[config.mk]
export PLATFORM = sky130hd
export DESIGN_NAME = sid_bus_master
export DESIGN_NICKNAME = d
export VERILOG_FILES = /design/src/rtl/sid_bus_master.sv
export SDC_FILE = /design/constraint.sdc
export NUM_CORES = 1
export LEC_CHECK = 0
export ABC_AREA = 1
export CELL_PAD_IN_SITES_DETAIL_PLACEMENT = 1
export CELL_PAD_IN_SITES_GLOBAL_PLACEMENT = 2
export CORE_ASPECT_RATIO = 1.75
export CORE_UTILIZATION = 43
export CTS_CLUSTER_DIAMETER = 100
export CTS_CLUSTER_SIZE = 12
export DETAILED_ROUTE_END_ITERATION = 16
export PLACE_DENSITY_LB_ADDON = 0.1
export SYNTH_ARGS = -nofsm -noshare
export SYNTH_HDL_FRONTEND = slang
export SYNTH_SLANG_ARGS = --single-unit
[constraint.sdc]
create_clock -name CLK -period 7.02 [get_ports CLK]
set_input_delay 0.702 -clock CLK [delete_from_list [all_inputs] [get_ports CLK]]
set_output_delay 0.702 -clock CLK [all_outputs]
set_load 0.005 [all_outputs]
[src/rtl/sid_bus_master.sv]
// sid_bus_master
// ---------------------------------------------------------------------------
// Host-side initiator for the SID register bus. The host queues write, read
// and wait commands, and this block replays them onto the SID port. Each bus
// access is aligned to the 1 MHz CLKen tick, so the SID sees C64-like timing.
//
// Parameters
//   FIFO_DEPTH : command queue depth (power of two, >= 2)
//   DELAY_W    : width of the wait tick count (>= 8, because it also carries
//                the write data byte)
//
// Ports
//   CLK, RSTn         : clock, asynchronous active-low reset
//   CLKen             : 1 MHz enable shared with the SID
//   CMD_VALID/READY   : command handshake (READY = queue not full)
//   CMD_TYPE          : 0 write, 1 read, 2 wait, 3 reserved (no-op)
//   CMD_ADDR/CMD_DATA : register address / write byte or wait tick count
//   SID_WR/ADDR/DATAW : bus towards the SID
//   SID_DATAR         : combinational read data from the SID
//   RD_VALID/ADDR/DATA: one-cycle read completion
//   BUSY, LEVEL       : activity flag and queue occupancy
//
// Configuration macro: SID_BUS_MASTER_READ_EN
//   Defined   : read commands access the bus and report RD_VALID.
//   Undefined : reads are dropped as no-ops, RD_* outputs are tied to 0 and
//               the read data register is not built.
// ---------------------------------------------------------------------------
module sid_bus_master #(
    parameter int FIFO_DEPTH = 16,
    parameter int DELAY_W    = 16
) (
    input  logic                          CLK,
    input  logic                          RSTn,
    input  logic                          CLKen,
    input  logic                          CMD_VALID,
    output logic                          CMD_READY,
    input  logic [1:0]                    CMD_TYPE,
    input  logic [4:0]                    CMD_ADDR,
    input  logic [DELAY_W-1:0]            CMD_DATA,
    output logic                          SID_WR,
    output logic [4:0]                    SID_ADDR,
    output logic [7:0]                    SID_DATAW,
    input  logic [7:0]                    SID_DATAR,
    output logic                          RD_VALID,
    output logic [4:0]                    RD_ADDR,
    output logic [7:0]                    RD_DATA,
    output logic                          BUSY,
    output logic [$clog2(FIFO_DEPTH):0]   LEVEL
);

    localparam int AW = $clog2(FIFO_DEPTH);
    localparam int CW = 2 + 5 + DELAY_W;
    localparam logic [AW:0] DEPTH_CNT = FIFO_DEPTH[AW:0];

    localparam logic [1:0] T_WRITE = 2'd0;
    localparam logic [1:0] T_READ  = 2'd1;
    localparam logic [1:0] T_WAIT  = 2'd2;

    typedef enum logic [1:0] {
        ST_IDLE  = 2'd0,
        ST_ISSUE = 2'd1,
        ST_WAIT  = 2'd2
    } state_t;

    // ------------------------------------------------------------------
    // Command queue
    // ------------------------------------------------------------------
    logic [CW-1:0]  mem [FIFO_DEPTH];
    logic [AW-1:0]  wr_ptr_q, wr_ptr_d;
    logic [AW-1:0]  rd_ptr_q, rd_ptr_d;
    logic [AW:0]    count_q, count_d;
    logic           ready_q;
    logic           empty;
    logic           full;
    logic           cmd_keep;
    logic           push_en;
    logic           pop;

    assign empty     = (count_q == '0);
    assign full      = (count_q == DEPTH_CNT);
    assign CMD_READY = ready_q && !full;
    assign LEVEL     = count_q;

    // Commands that never touch the bus and take no tick are accepted but
    // not stored, so they cannot cost an FSM cycle between two accesses.
`ifdef SID_BUS_MASTER_READ_EN
    assign cmd_keep = (CMD_TYPE == T_WRITE) || (CMD_TYPE == T_READ) ||
                      (CMD_TYPE == T_WAIT);
`else
    assign cmd_keep = (CMD_TYPE == T_WRITE) || (CMD_TYPE == T_WAIT);
`endif

    assign push_en = CMD_VALID && CMD_READY && cmd_keep;

    // Storage has no reset so it maps onto distributed/block RAM.
    always_ff @(posedge CLK) begin
        if (push_en) begin
            mem[wr_ptr_q] <= {CMD_TYPE, CMD_ADDR, CMD_DATA};
        end
    end

    always_comb begin
        wr_ptr_d = wr_ptr_q;
        rd_ptr_d = rd_ptr_q;
        count_d  = count_q;
        if (push_en) begin
            wr_ptr_d = wr_ptr_q + AW'(1);
        end
        if (pop) begin
            rd_ptr_d = rd_ptr_q + AW'(1);
        end
        case ({push_en, pop})
            2'b10:   count_d = count_q + (AW+1)'(1);
            2'b01:   count_d = count_q - (AW+1)'(1);
            default: count_d = count_q;
        endcase
    end

    // ------------------------------------------------------------------
    // Sequencer
    // ------------------------------------------------------------------
    state_t               state_q, state_d;
    logic [CW-1:0]        cmd_q, cmd_d;
    logic [DELAY_W-1:0]   cnt_q, cnt_d;
    logic                 sid_wr_q, sid_wr_d;
    logic [4:0]           sid_addr_q, sid_addr_d;
    logic [7:0]           sid_dataw_q, sid_dataw_d;
    logic                 rd_pend_d;
    logic                 advance;

    logic [1:0]           cmd_type;
    logic [4:0]           cmd_addr;
    logic [DELAY_W-1:0]   cmd_data;

    assign cmd_type = cmd_q[CW-1 -: 2];
    assign cmd_addr = cmd_q[DELAY_W +: 5];
    assign cmd_data = cmd_q[DELAY_W-1:0];

    always_comb begin
        state_d     = state_q;
        cnt_d       = cnt_q;
        sid_wr_d    = 1'b0;
        sid_addr_d  = sid_addr_q;
        sid_dataw_d = sid_dataw_q;
        rd_pend_d   = 1'b0;
        advance     = 1'b0;
        pop         = 1'b0;

        case (state_q)
            ST_IDLE: begin
                advance = 1'b1;
            end
            ST_ISSUE: begin
                case (cmd_type)
                    T_WRITE: begin
                        if (CLKen) begin
                            sid_wr_d    = 1'b1;
                            sid_addr_d  = cmd_addr;
                            sid_dataw_d = cmd_data[7:0];
                            advance     = 1'b1;
                        end
                    end
`ifdef SID_BUS_MASTER_READ_EN
                    T_READ: begin
                        if (CLKen) begin
                            sid_addr_d = cmd_addr;
                            rd_pend_d  = 1'b1;
                            advance    = 1'b1;
                        end
                    end
`endif
                    T_WAIT: begin
                        // Waits need no tick to start; counting begins in WAIT.
                        cnt_d   = cmd_data;
                        state_d = ST_WAIT;
                    end
                    default: begin
                        advance = 1'b1;
                    end
                endcase
            end
            ST_WAIT: begin
                if (cnt_q == '0) begin
                    advance = 1'b1;
                end else if (CLKen) begin
                    cnt_d = cnt_q - DELAY_W'(1);
                end
            end
            default: begin
                state_d = ST_IDLE;
            end
        endcase

        // Shared "next command or idle" step used by every completion path.
        if (advance) begin
            if (!empty) begin
                pop     = 1'b1;
                state_d = ST_ISSUE;
            end else begin
                state_d = ST_IDLE;
            end
        end

        cmd_d = pop ? mem[rd_ptr_q] : cmd_q;
    end

    always_ff @(posedge CLK or negedge RSTn) begin
        if (!RSTn) begin
            wr_ptr_q    <= '0;
            rd_ptr_q    <= '0;
            count_q     <= '0;
            ready_q     <= 1'b0;
            state_q     <= ST_IDLE;
            cmd_q       <= '0;
            cnt_q       <= '0;
            sid_wr_q    <= 1'b0;
            sid_addr_q  <= '0;
            sid_dataw_q <= '0;
        end else begin
            wr_ptr_q    <= wr_ptr_d;
            rd_ptr_q    <= rd_ptr_d;
            count_q     <= count_d;
            ready_q     <= 1'b1;
            state_q     <= state_d;
            cmd_q       <= cmd_d;
            cnt_q       <= cnt_d;
            sid_wr_q    <= sid_wr_d;
            sid_addr_q  <= sid_addr_d;
            sid_dataw_q <= sid_dataw_d;
        end
    end

    assign SID_WR    = sid_wr_q;
    assign SID_ADDR  = sid_addr_q;
    assign SID_DATAW = sid_dataw_q;
    assign BUSY      = !empty || (state_q != ST_IDLE);

    // ------------------------------------------------------------------
    // Read completion
    // ------------------------------------------------------------------
`ifdef SID_BUS_MASTER_READ_EN
    logic       rd_pend_q;
    logic       rd_valid_q, rd_valid_d;
    logic [4:0] rd_addr_q, rd_addr_d;
    logic [7:0] rd_data_q, rd_data_d;

    // rd_pend_q marks the address cycle; SID_DATAR is captured at its end.
    always_comb begin
        rd_valid_d = rd_pend_q;
        rd_addr_d  = rd_pend_q ? sid_addr_q : rd_addr_q;
        rd_data_d  = rd_pend_q ? SID_DATAR  : rd_data_q;
    end

    always_ff @(posedge CLK or negedge RSTn) begin
        if (!RSTn) begin
            rd_pend_q  <= 1'b0;
            rd_valid_q <= 1'b0;
            rd_addr_q  <= '0;
            rd_data_q  <= '0;
        end else begin
            rd_pend_q  <= rd_pend_d;
            rd_valid_q <= rd_valid_d;
            rd_addr_q  <= rd_addr_d;
            rd_data_q  <= rd_data_d;
        end
    end

    assign RD_VALID = rd_valid_q;
    assign RD_ADDR  = rd_addr_q;
    assign RD_DATA  = rd_data_q;
`else
    logic unused_rd;
    assign unused_rd = ^{SID_DATAR, rd_pend_d};

    assign RD_VALID = 1'b0;
    assign RD_ADDR  = '0;
    assign RD_DATA  = '0;
`endif

endmodule

# Word level (Yosys, flattened, before mapping)
# Memories as Yosys holds them, arrays and structs flattened. A register that Yosys moved wholly into a read port is not among the register bits.
# Index checks and enable logic that the tools add are counted.
# totals
latch_bits	0
output_inout_bits	35
mem_bits_ro	0
regBits	46
n_memories	1
ram_bits	368
# classes
n_div	0
n_mux	19
n_reduce_logical	20
addsub	5
multipliers	0
bitwise	0
n_shift	0
magnitude_cmp	0
n_eq_ne	12
# memory_table
memory	words	width	read_ports	rd_ports_with_merged_regs	wr	line_no	source
mem	16	23	1	1	1	68	logic [CW-1:0] mem [FIFO_DEPTH];
# op_table
operator	count
16-bit 2-to-1 mux	3
16-bit one-hot mux with 2 select lines	1
16-bit logical NOT	1
16-bit by 1-bit subtractor with 16-bit output, second input constant	1
5-bit one-hot mux with 2 select lines	1
1-bit 2-to-1 mux	9
4-bit by 1-bit adder with 4-bit output, second input constant	2
2-bit equality test, second input constant	4
2-bit logical NOT	3
2-bit nonzero test	3
5-bit by 1-bit adder with 5-bit output, second input constant	1
5-bit equality test, second input constant	1
5-bit logical NOT	1
5-bit by 1-bit subtractor with 5-bit output, second input constant	1
2-bit by 1-bit equality test with 1-bit output, second input constant	2
2-bit 2-to-1 mux	2
2-bit by 1-bit != test with 1-bit output, second input constant	2
2-bit != test, second input constant	2
2-bit one-hot mux with 2 select lines	1
4-bit AND reduction	1
1-bit logical AND	3
1-bit logical NOT	3
3-bit by 2-bit != test with 1-bit output, second input constant	1
1-bit one-hot mux with 3 select lines	1
other kinds (5)	6

# Longest topological paths before layout
# logic_depth
ltp_word	7
ltp_mapped	18
ltp_nobuf	17

# Worst setup path before layout
# No wires, ideal clock.
# synth_timing
path_kind	input -> register
startpoint	input port CMD_VALID
endpoint	memory mem[0][0] in the netlist's numbering (enable)
path_buffers	1
cell_stages	5
arrival_time_ps	2838
setup_slack_ps	3750
path_cell_list	inv_1 -> nor2_1 -> nand2_1 -> buf_2 -> nor3_1
# synth_between
elab_chain_len	4
# synth_lines
element	line_no	source
start, declared	35	input logic CMD_VALID,
1-bit logical AND (2 in series)	93	assign push_en = CMD_VALID && CMD_READY && cmd_keep;
1-bit 2-to-1 mux	97	if (push_en) begin
1-bit 2-to-1 mux (not written as such)	98	mem[wr_ptr_q] <= {CMD_TYPE, CMD_ADDR, CMD_DATA};
end, declared	68	
# No other way between the ends.

# Worst setup path after layout
# layout_timing
startpoint	register state_q[0]
endpoint	register count_q[4], in the netlist LEVEL[4]
# layout_between
elab_chain_len	5
elab_cells_between_ends	9
cone_classes	eq/ne (4); mux (3); reduce/logical (2)
# layout_lines
element	line_no	source
start, declared	122	state_t state_q, state_d;
start signal, assigned	224	state_q <= state_d;
2-bit equality test, or another cell as far along	149	case (state_q)
1-bit one-hot mux with 3 select lines *	149	
1-bit 2-to-1 mux *	195	if (advance) begin
2-bit by 1-bit equality test with 1-bit output or 2-bit equality test (tied branches)	112	case ({push_en, pop})
5-bit one-hot mux with 2 select lines or 2-bit nonzero test (tied branches)	--	
end signal, assigned	222	count_q <= count_d;
end, declared	71	logic [AW:0] count_q, count_d;
# Mark *: on every way between the ends. The rest lies on a longest branch, timed or not.
# A chain may end at the register's enable or synchronous reset.

==> results.sh <==
export IMPL_status="finished clean"
export IMPL_fp_row_count=100
export IMPL_reg2reg_slack_ns=3.41
export IMPL_synth_cells=1820
export IMPL_cp_data_required_time_ns=7.48
export IMPL_worst_slack_ns=3.41
export IMPL_seq_area_frac_synth_pct=68.1
export IMPL_via_count=12600
export IMPL_ios=70
export IMPL_power_density_nw_per_um2=398
export IMPL_met1_usage_pct=27.1
export IMPL_clockBufferDepth=3
export IMPL_pwr_share_seq_pct=39.0
export IMPL_p_sw_w=0.00321
export IMPL_drt_total_wl_um=50500
export IMPL_hold_ws_ns=0.292
export IMPL_port_buffers=47
export IMPL_fin_skew_ns=0.0183
export IMPL_rr_startpoint="state_q[0]"
export IMPL_clock_root_buffer="clkbuf_16"
export IMPL_synth_cell_type_count=33
export IMPL_yosysMostFrequentCell="nand2_1"
export IMPL_slew_limit_headroom_pct=29.9
export IMPL_clkTransAtPathRegs_ns=0.06
export IMPL_cts_tree="yes"
export IMPL_place_congestion=0.806
export IMPL_synth_common_cells="nand2_1 (712), edfxtp_1 (368), nand3_1 (188)"
export IMPL_nets=1894
export IMPL_initial_core_util_pct=43.8
export IMPL_p_leak_nw=8.36
export IMPL_use_met3_pct=2.28
export IMPL_cts_buffers=42
export IMPL_fmax_ghz=0.277
export IMPL_grt_util_all_layers_pct=23.3
export IMPL_hold_viol_final=0
export IMPL_ant_nets=0
export IMPL_critPathCapture="LEVEL[4]"
export IMPL_startpoint_type="flip-flop"
export IMPL_area_growth_syn_to_layout_pct=11.2
export IMPL_ys_ff_latch=437
export IMPL_grt_pass1_vias=13500
export IMPL_grt_max_degree=188
export IMPL_period_share_pct=51.4
export IMPL_grt_busiest_layer="met2"
export IMPL_vias_per_cell=5.21
export IMPL_dpl_worst_slack_ns=2.93
export IMPL_die_x_um=160
export IMPL_gr_usage_met2_pct=44.1
export IMPL_routedWlPerCell_um=20.8
export IMPL_worstReg2RegEnd="LEVEL[4]"
export IMPL_die_area_um2=44500
export IMPL_grt_first_pass_wirelength_um=78000
export IMPL_drtIter0Drc=741
export IMPL_die_height_um=278
export IMPL_post_cts_buffers=0
export IMPL_layout_min_cycle_time_ns=3.61
export IMPL_critical_path_class="flip-flop to flip-flop"
export IMPL_synth_top_area_share_pct=58.9
export IMPL_p_sw_share_pct=38.7
export IMPL_peakVddDrop_mv=0.370
export IMPL_worst_hold_path_type="primary input to async pin"
export IMPL_grt_overflow=0
export IMPL_slew_violations=0
export IMPL_synth_flop_cell="edfxtp_1"
export IMPL_crit_start="state_q[0]"
export IMPL_ys_warn_count=0
export IMPL_cp_max_fo=30
export IMPL_coreArea_um2=42800
export IMPL_rr_worst_depth=16
export IMPL_antennaDiodeCount=0
export IMPL_synthesis_area_um2=18800
export IMPL_synth_largest_area_cell="edfxtp_1"
export IMPL_async_flop_share_pct=15.8
export IMPL_maxCapViolations=0
export IMPL_cp_arrival_ns=4.07
export IMPL_numClockSinks=437
export IMPL_power_frac_comb_pct=36.4
export IMPL_worstMarginPinSlew_ns=1.05
export IMPL_hpwl_um=29000
export IMPL_synth_area_top_cells="edfxtp_1 (59%), nand2_1 (14%), dfrtp_1 (9.2%)"
export IMPL_p_int_w=0.00508
export IMPL_drc_errors=0
export IMPL_worstSkewPairLatency_ns=0.55
export IMPL_clkPwrFrac_pct=24.6
export IMPL_setup_violations=0
export IMPL_firstDrtPassIters=5
export IMPL_cp_end_kind="flip-flop"
export IMPL_syn_avg_cell_area_um2=10.3
export IMPL_setup_tns_ns=0
export IMPL_antenna_found_initial=0
export IMPL_htreeDepth=2
export IMPL_hold_buffers=0
export IMPL_drive_gt1_share_pct=6.33
export IMPL_post_cts_resized=0
export IMPL_rsz0062_at_grt="false"
export IMPL_synth_edf_count=368
## flip-flops by register name (all words and copies together), names as in the netlist
register,count
mem,368
cmd_q,23
cnt_q,16
SID_DATAW,8
LEVEL,5
SID_ADDR,5
rd_ptr_q,4
wr_ptr_q,4
state_q,2
SID_WR,1
ready_q,1
## cells by family (layout without fill, tap and decap cells)
| logic type | after synthesis | after routing | share of synthesized area (%) |
|---|---|---|---|
| other cells | 2 | 15 | 0.0400 |
| buf+inv | 203 | 233 | 5.05 |
| flops | 437 | 437 | 68.1 |
| fa+ha+maj | 12 | 12 | 0.840 |
| xor+xnor | 9 | 9 | 0.420 |
| simple gates | 1066 | 1066 | 22.9 |
| compound gates | 91 | 91 | 2.61 |
## worst min path at each step
stage / start / to / cells after the start
6_report: RSTn / SID_WR / 1
2_1_floorplan: RSTn / LEVEL[0] / 0
4_1_cts: RSTn / SID_WR / 1
3_5_place_dp: SID_ADDR[2] / SID_ADDR[2] / 2
5_1_grt: RSTn / SID_ADDR[4] / 1
3_3_place_gp: cmd_q[17] / SID_ADDR[1] / 2
## stage by stage
| step | utilization (%) | total power [W] | std cells | cell area, µm² |
|---|---|---|---|---|
| final | 48.8 | 0.00830 | 2424 | 20900 |
| after global routing | 48.8 | 0.00885 | 2424 | 20900 |
| after CTS | 48.8 | 0.00841 | 2424 | 20900 |
| after detailed placement | 46.1 | 0.00636 | 2364 | 19700 |
| after global placement | 46.1 | 0.00630 | 2364 | 19700 |
| after floorplan | - | 0.00538 | 1833 | 18800 |
## worst max-delay path, cell delays in order (launching register included)
cell and delay, ns:
dfrtp_1 0.45, inv_2 0.12, nand2_2 0.21, nor2_1 0.17, nand3_1 0.17, nand3_2 0.14
nand2_2 0.34, inv_2 0.51, ha_1 0.36, inv_1 0.09, fa_1 0.37, inv_1 0.09
nand3_1 0.08, nand2_1 0.09, a21oi_1 0.06, o21ai_0 0.10, xor2_1 0.16
## placed cells by master (no fill, tap or decap), drive strengths merged, types with 2 or more instances in the layout
master / synthesis / layout
nand2: 716 / 716
edfxtp: 368 / 368
nand3: 190 / 190
nor2: 146 / 146
inv: 99 / 100
o21ai: 82 / 82
dfrtp: 69 / 69
clkbuf: 24 / 58
clkdlybuf4s50: 0 / 46
buf: 79 / 27
conb: 2 / 15
nor3: 13 / 13
ha: 11 / 11
xor2: 7 / 7
a21oi: 5 / 5
o22ai: 2 / 2
clkinv: 1 / 2
xnor2: 2 / 2
## layout make-up
type                            instances  area [µm²]
Multi-Input combinational cell       1193        5170
Clock buffer                           58        1130
Timing Repair Buffer                   73         676
Inverter                              100         380
Fill cell                            4704       21900
Clock inverter                          2        17.5
Tap cell                              561         702
Sequential cell                       437       12800
## power by group through the flow
stage | clock network [W] | logic (W) | registers [W]
after global routing | 0.00216 | 0.00343 | 0.00326
after detailed placement | 0 | 0.00307 | 0.00329
after floorplan | 0 | 0.00215 | 0.00323
after global placement | 0 | 0.00301 | 0.00328
after CTS | 0.00209 | 0.00308 | 0.00324
final | 0.00204 | 0.00302 | 0.00323
## metal layers
metal	up-vias	routed length, µm
met3	77	1320
met2	199	27000
met4	0	1700
li1	6019	-
met5	-	0
met1	6341	20400
Power figures use the tool's default switching activity.
